**src/rtl/fp_pkg.sv**
```systemverilog
// Shared FP32 field constants and result-class encoding
// for the single-precision adder datapath.
package fp_pkg;

  localparam int FP_EXP_W  = 8;
  localparam int FP_FRAC_W = 23;
  localparam logic [FP_EXP_W-1:0] FP_EXP_MAX = 8'hFF;

  localparam int CLS_ZERO = 0;
  localparam int CLS_SUB  = 1;
  localparam int CLS_INF  = 2;
  localparam int CLS_NAN  = 3;

  typedef logic [3:0] fp_class_t;

  typedef struct packed {
    logic [31:0] data;
    fp_class_t   cls;
    logic        sign;
  } fp_entry_t;

endpackage

```
**src/rtl/fp_add_result_buf_if.sv**
```systemverilog
// Adder-result beat input and consumer valid/ready
// output of the result buffer.
interface fp_add_result_buf_if;
  import fp_pkg::*;

  logic        in_valid;
  logic [31:0] in_data;
  logic        out_valid;
  logic        out_ready;
  logic [31:0] out_data;
  fp_class_t   out_class;
  logic        out_sign;

  modport slave (
    input  in_valid,
    input  in_data,
    input  out_ready,
    output out_valid,
    output out_data,
    output out_class,
    output out_sign
  );

  modport master (
    output in_valid,
    output in_data,
    output out_ready,
    input  out_valid,
    input  out_data,
    input  out_class,
    input  out_sign
  );

endinterface

```
**src/rtl/fp_classify.sv**
```systemverilog
// Combinational IEEE-754 FP32 classifier: one-hot class
// (zero/sub/inf/nan, all clear = normal) plus sign.
module fp_classify
  import fp_pkg::*;
(
  input  logic [31:0] val_i,
  output fp_class_t   cls_o,
  output logic        sign_o
);

  logic [FP_EXP_W-1:0]  exp_w;
  logic [FP_FRAC_W-1:0] frac_w;
  logic                 frac_nz;

  assign exp_w   = val_i[FP_EXP_W+FP_FRAC_W-1:FP_FRAC_W];
  assign frac_w  = val_i[FP_FRAC_W-1:0];
  assign frac_nz = |frac_w;
  assign sign_o  = val_i[31];

  always_comb begin
    cls_o = '0;
    unique case (1'b1)
      (exp_w == '0): begin
        if (frac_nz) cls_o[CLS_SUB]  = 1'b1;
        else         cls_o[CLS_ZERO] = 1'b1;
      end
      (exp_w == FP_EXP_MAX): begin
        if (frac_nz) cls_o[CLS_NAN] = 1'b1;
        else         cls_o[CLS_INF] = 1'b1;
      end
      default: ;
    endcase
  end

endmodule

```
**src/rtl/fp_add_result_buf.sv**
```systemverilog
// FWFT result FIFO behind the FP adder: classifies on write,
// counts beats lost while full (saturating, sticky flag).
module fp_add_result_buf
  import fp_pkg::*;
#(
  parameter  int DEPTH  = 8,
  parameter  int DROP_W = 8,
  localparam int CNT_W  = $clog2(DEPTH) + 1
) (
  input  logic               clk,
  input  logic               rst_n,
  fp_add_result_buf_if.slave bus,
  input  logic               clr_ovf,
  output logic [CNT_W-1:0]   count,
  output logic               full,
  output logic               empty,
  output logic [DROP_W-1:0]  drop_cnt,
  output logic               overflow
);

  localparam int AW = $clog2(DEPTH);

  fp_entry_t         mem_q [DEPTH];
  logic [AW-1:0]     wr_ptr_q, wr_ptr_d;
  logic [AW-1:0]     rd_ptr_q, rd_ptr_d;
  logic [CNT_W-1:0]  cnt_q, cnt_d;
  logic [DROP_W-1:0] drop_q, drop_d;
  logic              ovf_q, ovf_d;

  fp_class_t wr_cls;
  logic      wr_sign;
  fp_entry_t wr_entry;
  fp_entry_t head;

  logic full_w, empty_w;
  logic push, pop, drop;

  fp_classify u_cls (
    .val_i  (bus.in_data),
    .cls_o  (wr_cls),
    .sign_o (wr_sign)
  );

  assign wr_entry = '{
    data: bus.in_data,
    cls:  wr_cls,
    sign: wr_sign
  };

  assign full_w  = (cnt_q == CNT_W'(DEPTH));
  assign empty_w = (cnt_q == '0);

  // A full FIFO still takes a beat when the head leaves the same cycle.
  assign pop  = !empty_w & bus.out_ready;
  assign push = bus.in_valid & (!full_w | pop);
  assign drop = bus.in_valid & full_w & !pop;

  always_comb begin
    wr_ptr_d = wr_ptr_q;
    rd_ptr_d = rd_ptr_q;
    if (push) wr_ptr_d = wr_ptr_q + AW'(1);
    if (pop)  rd_ptr_d = rd_ptr_q + AW'(1);
    cnt_d = cnt_q + CNT_W'(push) - CNT_W'(pop);
  end

  // Clear and drop in the same cycle leaves that one drop recorded.
  always_comb begin
    drop_d = drop_q;
    ovf_d  = ovf_q;
    if (clr_ovf) begin
      drop_d = drop ? DROP_W'(1) : '0;
      ovf_d  = drop;
    end else if (drop) begin
      ovf_d = 1'b1;
      if (drop_q != '1) drop_d = drop_q + DROP_W'(1);
    end
  end

  always_ff @(posedge clk) begin
    if (!rst_n) begin
      wr_ptr_q <= '0;
      rd_ptr_q <= '0;
      cnt_q    <= '0;
      drop_q   <= '0;
      ovf_q    <= 1'b0;
    end else begin
      wr_ptr_q <= wr_ptr_d;
      rd_ptr_q <= rd_ptr_d;
      cnt_q    <= cnt_d;
      drop_q   <= drop_d;
      ovf_q    <= ovf_d;
    end
  end

  always_ff @(posedge clk) begin
    if (rst_n && push) mem_q[wr_ptr_q] <= wr_entry;
  end

  assign head = mem_q[rd_ptr_q];

  assign bus.out_valid = !empty_w;
  assign bus.out_data  = head.data;
  assign bus.out_class = head.cls;
  assign bus.out_sign  = head.sign;

  assign count    = cnt_q;
  assign full     = full_w;
  assign empty    = empty_w;
  assign drop_cnt = drop_q;
  assign overflow = ovf_q;

endmodule

```
**src/flat_wrapper.sv**
```systemverilog
// flat-port wrapper written by rule: the top's interface ports become plain ports
module fp_add_result_buf_flat import fp_pkg::*;
#(
  parameter  int DEPTH  = 8,
  parameter  int DROP_W = 8,
  localparam int CNT_W  = $clog2(DEPTH) + 1
)
  (clk, rst_n, clr_ovf, count, full, empty, drop_cnt, overflow, bus_in_valid, bus_in_data, bus_out_ready, bus_out_valid, bus_out_data, bus_out_class, bus_out_sign);
  fp_add_result_buf_if bus_i ();
  input  logic clk;
  input  logic rst_n;
  input  logic clr_ovf;
  output logic [CNT_W-1:0] count;
  output logic full;
  output logic empty;
  output logic [DROP_W-1:0] drop_cnt;
  output logic overflow;
  input wire logic [$bits(bus_i.in_valid)-1:0] bus_in_valid;
  input wire logic [$bits(bus_i.in_data)-1:0] bus_in_data;
  input wire logic [$bits(bus_i.out_ready)-1:0] bus_out_ready;
  output wire logic [$bits(bus_i.out_valid)-1:0] bus_out_valid;
  output wire logic [$bits(bus_i.out_data)-1:0] bus_out_data;
  output wire logic [$bits(bus_i.out_class)-1:0] bus_out_class;
  output wire logic [$bits(bus_i.out_sign)-1:0] bus_out_sign;
  assign bus_i.in_valid = bus_in_valid;
  assign bus_i.in_data = bus_in_data;
  assign bus_i.out_ready = bus_out_ready;
  assign bus_out_valid = bus_i.out_valid;
  assign bus_out_data = bus_i.out_data;
  assign bus_out_class = bus_i.out_class;
  assign bus_out_sign = bus_i.out_sign;
  fp_add_result_buf #(.DEPTH(DEPTH), .DROP_W(DROP_W)) u_core (.clk(clk), .rst_n(rst_n), .bus(bus_i), .clr_ovf(clr_ovf), .count(count), .full(full), .empty(empty), .drop_cnt(drop_cnt), .overflow(overflow));
endmodule
```
**config.mk**
```make
export PLATFORM = sky130hd
export DESIGN_NAME = fp_add_result_buf_flat
export DESIGN_NICKNAME = d
export VERILOG_FILES = /design/src/rtl/fp_pkg.sv /design/src/rtl/fp_add_result_buf_if.sv /design/src/rtl/fp_classify.sv /design/src/rtl/fp_add_result_buf.sv /design/src/flat_wrapper.sv
export SDC_FILE = /design/constraint.sdc
export NUM_CORES = 1
export LEC_CHECK = 0
export ABC_AREA = 1
export CORE_MARGIN = 2
export CORE_UTILIZATION = 38
export DETAILED_ROUTE_END_ITERATION = 8
export PLACE_DENSITY_LB_ADDON = 0.12
export SLEW_MARGIN = 15
export SYNTH_ARGS = -nofsm -noshare
export SYNTH_HDL_FRONTEND = slang
export SYNTH_SLANG_ARGS = --single-unit
```
**constraint.sdc**
```tcl
create_clock -name clk -period 5 [get_ports clk]
set_clock_uncertainty 0.1 [all_clocks]
set_input_delay 1 -clock clk [delete_from_list [all_inputs] [get_ports clk]]
set_output_delay 1 -clock clk [all_outputs]
set_load 0.005 [all_outputs]
```
Word level (Yosys, flattened, before mapping)
Memory sizes are Yosys's and may differ from the RTL's. A register that Yosys moved wholly into a read port is not among the register bits.
Index checks and enable logic that the tools add are counted.
W data, S select, Z words.
- bits of input ports: 37
- word-level logic and storage cells: 43
- RAM bits: 296
- flip-flop bits (word level): 19
- memories kept: 1
- output and inout port bits: 53
- memories (name ; depth ; width ; read ports ; clocked after memory_dff ; write ports ; line ; text):
    u_core.mem_q ; 8 ; 37 ; 1 ; 1 ; 1 ; fp_add_result_buf.sv:23 ; fp_entry_t mem_q [DEPTH];
- eq/ne operators: 3
- multiplexer cells: 14
- reduce and logical (&&, ||, !) cells: 10
- add/subtract/negate cells: 5
- bitwise operators: 5
- operators with widths (operator ; number):
    $mux W8 ; 3
    $reduce_or A23 Y1 ; 1
    $add A8 B1 Y8 const B ; 1
    $eq A8 B8 Y1 const B ; 1
    $logic_not A8 Y1 ; 1
    $ne A8 B8 Y1 const B ; 1
    $mux W1 ; 7
    $add A3 B1 Y3 const B ; 2
    $mux W3 ; 2
    $add A4 B1 Y4 ; 1
    $and A1 B1 Y1 ; 4
    $eq A4 B4 Y1 const B ; 1
    $logic_not A4 Y1 ; 1
    $mux W2 ; 2
    $reduce_bool A2 Y1 ; 2
    $sub A4 B1 Y4 ; 1
    $logic_not A1 Y1 ; 3
    $reduce_and A2 Y1 ; 1
    $logic_and A1 B1 Y1 ; 1
    $or A1 B1 Y1 ; 1

Depth between registers and ports, before layout
Gate-level depths: netlist (run 1).
- depth in word-level cells: 8
- mapped depth: 14
- mapped depth without buffers: 14

Cells and area by module
Synthesis (run 1) repeated with hierarchy kept, for this count alone.
- cell total of the unflattened synthesis: 951
- area, all modules: 12734.7 um^2
- by module, submodules not included (module ; times used ; sequential area each (um^2) ; cells an instance ; area each (um^2)):
    fp_add_result_buf ; 1 ; 9328.9 ; 912 ; 12568.3
    fp_classify ; 1 ; 0.0 ; 39 ; 166.4

Worst setup path after synthesis (run 1)
OpenSTA, ideal clock, no wires.
- path type: input to register
- from: input bus_out_ready
- to: memory u_core.mem_q[1][0] (netlist name) (enable)
- library setup time: 0.429 ns
- data arrival time: 2.927 ns
- required time: 4.471 ns
- setup slack: 1.544 ns
- stages: 6
- buffers on the path: 0
- path through: nand2_4 -> nand2_1 -> nand2_2 -> inv_2 -> nand3_2 -> nor2_1
- longest elaborated chain between the ends: 6
- RTL lines (element ; line ; text):
    start: declaration ; flat_wrapper.sv:20 ; input wire logic [$bits(bus_i.out_ready)-1:0] bus_out_ready;
    $and A1 B1 Y1 ; fp_add_result_buf.sv:54 ; assign pop = !empty_w & bus.out_ready;
    $or A1 B1 Y1 ; fp_add_result_buf.sv:55 ; assign push = bus.in_valid & (!full_w | pop);
    $and A1 B1 Y1 ; fp_add_result_buf.sv:55 ;
    $logic_and A1 B1 Y1 ; fp_add_result_buf.sv:96 ; if (rst_n && push) mem_q[wr_ptr_q] <= wr_entry;
    $mux W1 ; fp_add_result_buf.sv:96 ;
    $mux W1 (implied by the code) ; fp_add_result_buf.sv:96 ;
    end: declaration ; fp_add_result_buf.sv:23 ;
Every way passes these cells.

==> results by stage, run 1 <==
Status:
- The run finished with clean final reports.

Final layout:
- From synthesis to final layout, the design area changed by 19.80%.
- The number of non-filler instances in the completed layout is 1,504.
- The final-stage net count is 1,084.
- The most common cell after layout, fill and taps aside is edfxtp_1.
- The number of fill cells in the layout is 2,871.
- In the final layout, the share of cells above drive strength 1 is 8.380%.
- The number of antenna diodes in the final layout is 0.
- Leaving out fill and tap cells, the most frequent cells in the layout are edfxtp_1 (288), nand2_1 (155), nor2_1 (109).

CTS:
- The post-cts hold buffer count is 0.
- The clock-pin slew of the registers on the worst-case setup and hold paths is 60 ps.
- The CTS tree is done.
- The number of sinks handled by clock tree synthesis is 310.
- The clock passes through at most 3 buffers.
- In this run the clock root is driven by a clkbuf_16.
- The H-tree generated during clock tree synthesis spans 2 levels.
- The clock network latency to the later pin of the worst-skew pair is about 500 ps.
- The number of setup buffers added after CTS is 0.
- The post-cts gate resize count is 0.
- Buffers inserted during clock tree synthesis total 34.

Place:
- The routability congestion estimate is between 0.7 and 0.8.
- The detailed-placement wirelength estimate is ~15,000 um.
- Input and output buffers added on the ports amount to 89.
- The number of cells in the design after placement is 1,444.

Critical path:
- The startpoint identified for the worst register-to-register timing path is u_core.count[2]$_SDFF_PN0_.
- Counting cells, the worst reg-to-reg path comes to 10.
- The reg-to-reg critical path endpoint is u_core.mem_q[1][31]$_DFFE_PP_.
- The reg-to-reg setup timing slack is 2290 ps.
- The worst-path maximum fanout is 63.
- STA classifies the critical path endpoint as an output port.
- The critical path launch point type is a flip-flop.
- The critical path in this run is classified as flip-flop to output port.
- For the worst setup path, the data required time is about 3900 ps.
- The critical path capture point is bus_out_class[0].
- The data arrival time of the worst path is 2990 ps.

Power:
- The worst ir drop on vdd is 0.0002271 V.
- The leakage power summed over all cells is 5.149 nW.
- The total power divided by cell area is between 400 and 500 nW/um^2.

STA:
- After layout, the worst path uses 81.83% of the clock period.
- Derived from the worst setup path, the maximum achievable clock frequency is 244.4 MHz.
- The transition at the pin with the smallest max-transition slack is 1005 ps.
- Setup violations remaining at the end of the flow were counted as 0.
- Setup repair after global routing left no endpoint under its margin.
- The max-slew violation count is 0.
- The tightest slew margin relative to the limit is between 30% and 40%.
- In the final timing run, aggregate negative setup slack is 0 ps.
- The number of failing hold endpoints at the final stage is 0.
- The final period demand of the worst path is 4091 ps.

GRT:
- The combined global-route utilization of all metal layers is 16.11%.
- The wire length of the first global-routing pass is 42,470 um.
- Global routing finished with a remaining overflow of 0.
- The number of global-route vias before repair was between 7,000 and 8,000.
- The initial antenna violation count is 0.
- The largest net degree at the start of global routing is 122.

Yosys:
- The portion of the post-synthesis area used by sequential elements is 72.16%.
- The flop and latch count out of synthesis is 310.
- The number of nets produced by synthesis is 992.
- The count of synthesis-stage warnings from yosys is 0.
- The count of unique library cells instantiated by Yosys is 33.
- Summing every instance area after synthesis gives 12,590 um^2.
- The average instance in the mapped netlist occupies between 10 and 15 um^2.
- Synthesis produced around 950 cells.

Worst hold path:
- The worst hold path belongs to the class flip-flop to flip-flop.

Detailed routing:
- Using the TritonRoute via totals, the vias-per-cell ratio works out to 4.983.
- In the final routed layout, each cell accounts on average for 18.25 um.
- Across all layers, the routed design uses roughly 7,500 vias.
- In this run, the number of DRC markers left after iteration 0 of detailed routing was 539.
- The final wirelength is between 20,000 and 30,000 um.
- The detailed-route DRC error count is 0.
- The first detailed-routing pass ran for 5 iterations.
- The count of nets left with antenna violations once routing finished came out at 0.

Floorplanning:
- The top-level port count is 90.
- Measured along the x axis, the die boundary spans 186.1 um.
- The die area is 34,620 um^2.
- In this run the standard cell core region covers approximately 33,000 um^2.
- The starting utilization of the core area is 38.61%.
- The floorplan has 66 rows.
- In this run the vertical extent of the chip is around 190 um.

Run:
- Max-cap violations in this run came to 0.
## Yosys cell counts
cell type  instances  area share [%]
xor2_1             2            0.14
buf_4              1           0.060
mux2i_1           72             5.7
inv_2              5            0.15
nand2_4            2            0.18
nor3_2             4            0.32
fa_1               1            0.16
buf_12             7             1.1
nand2_2            4            0.20
nor2_1           113             3.4
a21boi_1           2            0.12
buf_6              1           0.089
nor2_4             1           0.089
clkinv_1           1           0.030
buf_2             22            0.87
a211oi_1           1           0.060
a21oi_1            9            0.36
nand3_1            9            0.36
nor3_1             3            0.12
nor2_2             1           0.050
dfxtp_1           22             3.5
nand2_1          155             4.6
inv_1             32            0.95
nand3_4            1            0.14
o21ai_0           82             3.3
nand3_2            1           0.079
o22ai_1           72             3.6
o21bai_1           1           0.060
edfxtp_1         288              69
nor4_1             1           0.050
nand4_1            5            0.25
clkbuf_1          17            0.51
ha_1               8            0.79
## critical path, cell delays in order (launching register included)
cell and delay (ps):
dfxtp_4 450, inv_2 200, buf_4 690, nor2_1 80, o22ai_1 190, nand2_1 70
nand2_1 160, clkdlybuf4s50_1 530
## layout make-up
cell class / instances / area, um^2 / share of cell area, %
flip-flops and latches: 310 / 9097 / 60.30
multi-input cells: 550 / 3085 / 20.45
repair buffers: 104 / 1054 / 6.982
clock buffers: 44 / 952.2 / 6.311
well taps: 442 / 553.0 / 3.665
clock inverters: 16 / 203.9 / 1.352
inverters: 38 / 142.6 / 0.9454
## power breakdown
group	internal (mW)	total, mW	switching (mW)
clock network	1.60	2.57	0.973
logic	0.650	1.40	0.754
registers	2.93	3.05	0.119
## kinds of logic after synthesis
logic type | after synthesis | synth area share [%]
AO/OA/AOI/OAI | 167 | 7.431
flip-flops | 310 | 72.16
multiplexers | 72 | 5.722
adder cells (fa/ha/maj) | 9 | 0.9537
buffers and inverters | 86 | 3.775
XOR/XNOR | 2 | 0.1391
AND/OR/NAND/NOR | 300 | 9.815
## per-layer routing
metal	vias up	routed length [um]	GRT usage, %
li1	3630	-	-
met1	3674	12840	22.12
met2	152	13150	27.05
met3	38	952	2.289
met4	0	507	3.937
met5	-	0	0
## metrics by stage
step | power (mW) | worst slack (ps) | utilization [%] | cell area (um^2) | hold slack (ps)
detailed placement | 4.531 | 1392 | 42.71 | 13930 | 350.4
floorplan | 3.959 | 1544 | - | 12590 | 343.5
finish | 7.027 | 908.6 | 46.26 | 15090 | 358.2
global placement | 4.523 | 1421 | 42.71 | 13930 | 347.8
CTS | 7.124 | 928.7 | 46.26 | 15090 | 366.8
global route | 7.373 | 727.3 | 46.26 | 15090 | 382.8
## flip-flops by register name (all words and copies together) (netlist names), named ones only
name	flops
u_core.mem_q	288
u_core.drop_cnt	8
u_core.count	4
u_core.rd_ptr_q	3
u_core.wr_ptr_q	3
u_core.overflow	1
## worst min-delay path by stage
stage          cells past startpoint                             from                            to
5_1_grt                            2     u_core.overflow$_SDFFE_PN0P_  u_core.overflow$_SDFFE_PN0P_
2_1_floorplan                      2  u_core.rd_ptr_q[2]$_SDFFE_PN0P_                     flip-flop
4_1_cts                            2     u_core.overflow$_SDFFE_PN0P_  u_core.overflow$_SDFFE_PN0P_
3_3_place_gp                       2     u_core.overflow$_SDFFE_PN0P_  u_core.overflow$_SDFFE_PN0P_
3_5_place_dp                       2     u_core.overflow$_SDFFE_PN0P_  u_core.overflow$_SDFFE_PN0P_
6_report                           2     u_core.overflow$_SDFFE_PN0P_  u_core.overflow$_SDFFE_PN0P_
No activity file was read; power rests on OpenSTA's default activity.
==> inputs of run 2 (changes only) <==
- clock period: 5 -> 3.8 ns (I/O delays scaled with it)
==> results by stage, run 2 (synthesized netlist as in run 1, its figures left out) <==
Power:
- The internal power was 6.647 mW (+28%).
- The combinational cell fraction of total power is 21.0% (+1.0 points).
- The part of the total power dissipated in sequential elements came to 43.9% (+0.5 points).
- The net switching component of the power is 2.422 mW (+31%).
- The worst ir drop on vdd was 0.0002726 V (+20%).
- The proportion of power drawn by the clock network was 35.1% (-1.5 points).
- The leakage power summed over all cells is 5.172 nW (+0.44%).
- The total power is 9.069 mW (+29%).
- The proportion of total power due to net switching came to 26.70% (+0.44 points).
- The total power divided by cell area is 599.5 nW/um^2 (+29%).

Worst hold path:
- The worst min-delay path class is flip-flop to flip-flop.
- The worst hold path endpoint is u_core.overflow$_SDFFE_PN0P_.
- The worst hold path cell count is 2 (unchanged).
- The startpoint identified for the worst hold timing path is u_core.overflow$_SDFFE_PN0P_.

STA:
- The tightest slew margin relative to the limit is 58.85% (+26 points).
- The setup violation total in the final timing report is 0 (unchanged).
- The share of the clock period used by the worst path is 95.28%.
- The sum of negative setup slack is 0 ps (unchanged).
- The number of failing hold endpoints at the final stage is 0 (unchanged).
- The worst-case setup margin in the final layout was 179.4 ps (-729.2 ps).
- The transition at the pin with the smallest max-transition slack was 615.8 ps (-389.5 ps).
- The max-slew violation count is 0 (unchanged).
- The peak clock frequency supported by timing is around 280 MHz.
- Setup repair after global routing left no endpoint under its margin.
- The final period demand of the worst path is 3621 ps.

Final layout:
- The number of flip-flops under the largest register name came to 288 (unchanged).
- The share of final-layout standard cells stronger than drive strength 1 was 8.651% (+0.27 points).
- The antenna cell count is 0 (unchanged).
- Leaving out fill and tap cells, the most frequent cells in the layout are edfxtp_1 (288), nand2_1 (155), nor2_1 (109).
- Relative to the synthesized area, the layout overhead comes to 20.12%.
- Counting flops per register, the top entry is u_core.mem_q.
- The number of non-filler instances in the completed layout is 1,517 (+0.86%).
- The library cell used most frequently in the layout, excluding fill and tap cells, is edfxtp_1.
- The core occupancy in the finished layout is 46.38% (+0.12 points).
- The final-stage net count came to 1,095 (+1.0%).
- The number of fill cells in the layout is 2,918 (+1.6%).

Critical path:
- The data arrival time of the worst path is 2760 ps (-230 ps).
- The type of the setup path with the least slack is flip-flop to output port.
- In this run the critical register-to-register path is captured at u_core.mem_q[7][26]$_DFFE_PP_.
- The worst setup path is captured at an output port.
- The reg-to-reg setup timing slack is 1280 ps (-1010 ps).
- The data required time at the worst endpoint was 2940 ps (-960 ps).
- The start of the worst register-to-register path is u_core.count[2]$_SDFF_PN0_.
- The worst reg-to-reg path cell count is 10 (unchanged).
- The worst-path maximum fanout is 84 (+33%).
- The worst setup path is launched from a flip-flop.

CTS:
- TritonCTS built the clock tree.
- The post-cts hold buffer count is 0 (unchanged).
- The number of sinks handled by clock tree synthesis came to 310 (unchanged).
- The clock network latency to the later pin of the worst-skew pair came to 500 ps (about the same).
- The number of buffers on the longest clock path is 3 (unchanged).
- The tree is rooted in a clkbuf_16.
- The post-cts gate resize count was 0 (unchanged).
- The total clock buffers created by CTS is 35 (+2.9%).
- The clock-pin slew of the registers on the worst-case setup and hold paths came to 60 ps (about the same).
- The maximum level of the CTS H-tree is 2 (unchanged).
- The post-CTS repair timing setup buffer count is 0 (unchanged).

Place:
- The number of cells in the design after placement is 1,454 (+0.69%).
- The placement-stage worst setup slack was 653.7 ps (-738.0 ps).
- The total of buffers placed on input and output ports is 89 (unchanged).
- The detailed-placement wirelength estimate is 15,630 um (+5.4%).
- The routability congestion estimate is 0.7705 (+2.4%).

GRT:
- The initial antenna violation count came to 0 (unchanged).
- The number of global-route vias before repair was 7,606 (+3.6%).
- The combined global-route utilization of all metal layers was 16.06% (-0.051 points).
- The largest net degree at the start of global routing came to 85 (-30%).
- The total congestion overflow after global routing is 0 (unchanged).
- The wire length of the first global-routing pass is 42,810 um (+0.81%).

Detailed routing:
- The final wirelength came to 27,260 um (-0.69%).
- The first-pass detailed-route iteration total is 4 (-1).
- The number of nets with antenna violations after detailed routing came to 0 (unchanged).
- The average via count per standard cell is 4.935 (-0.96%).
- The routed via count is 7,486 (-0.11%).
- The average detailed-routed wire length per instance is 17.97 um (-1.5%).
- The detailed-route DRC error count is 0 (unchanged).
- The number of design-rule violations left by the first detailed-router iteration was 403 (-25%).

Status:
- The flow ran to the end, and the final reports show no timing, DRC or antenna violations.

Floorplanning:
- The area of the core was 32,620 um^2 (unchanged).
- The die boundary width is 186.1 um (unchanged).
- The top-level port count is 90 (unchanged).
- The starting utilization of the core area is 38.61% (unchanged).
- The vertical extent of the die is 186.1 um (unchanged).
- The floorplan row count was 66 (unchanged).
- The die area came to 34,620 um^2 (unchanged).

Run:
- The max-capacitance violation count was 0 (unchanged).
-- run 2: changes by cell type in the layout (fill, tap and decap cells not counted) --
| cell | previous run | this run |
|---|---|---|
| buf_12 | 4 | 7 |
| buf_4 | 11 | 18 |
| bufinv_16 | 5 | 2 |
| clkbuf_1 | 7 | 11 |
| clkinv_1 | 6 | 11 |
| clkinv_2 | 4 | 2 |
| clkinv_4 | 0 | 1 |
| clkinvlp_4 | 2 | 0 |
-- run 2: worst max path at each step --
stage                   from                             to  slack (ps)  cells after the start
4_1_cts            flip-flop               bus_out_class[0]         160                      6
6_report           flip-flop               bus_out_class[0]         180                      6
3_5_place_dp   bus_out_ready  u_core.mem_q[7][28]$_DFFE_PP_         650                      8
5_1_grt            flip-flop               bus_out_class[0]          20                      6
2_1_floorplan  bus_out_ready   u_core.mem_q[1][0]$_DFFE_PP_         580                      6
3_3_place_gp   bus_out_ready  u_core.mem_q[7][34]$_DFFE_PP_         680                      8
-- run 2: final cells by class --
type                    instances  area, um^2  share of cell area (%)
repair buffers                114        1166                   7.708
flip-flops and latches        310        9097                   60.14
well taps                     442       553.0                   3.656
clock inverters                15       116.4                  0.7692
inverters                      38       142.6                  0.9428
clock buffers                  48       967.2                   6.393
multi-input cells             550        3085                   20.40
-- run 2: power groups by stage --
stage	Combinational (mW)	Sequential [mW]	Clock, mW
after floorplan	1.24	3.97	0
after global placement	1.93	4.06	0
after detailed placement	1.93	4.06	0
after CTS	1.94	3.99	3.28
after global routing	2.13	4.01	3.41
final	1.90	3.98	3.18
-- run 2: per-stage QoR --
step | area, um^2 | hold slack, ps
floorplan | 12590 | 343.5
global placement | 14040 | 348.3
detailed placement | 14040 | 351.6
CTS | 15130 | 365.7
global route | 15130 | 402.7
finish | 15130 | 358.6
-- run 2: metal layers --
layer  GRT usage [%]  up-vias  share of wire, %
met3           2.622       37               3.5
met1           21.61     3655                46
met4           4.346        0               1.7
met5               0        -                 0
li1                -     3657                 -
met2           27.03      137                49
-- run 2: critical path: stages, from the launching register on --
cell             delay (ps)
dfxtp_4                 650
buf_12                  440
o21ai_0                 170
o22ai_1                 170
nand2_1                  70
nand2_1                 140
clkdlybuf4s50_1         530
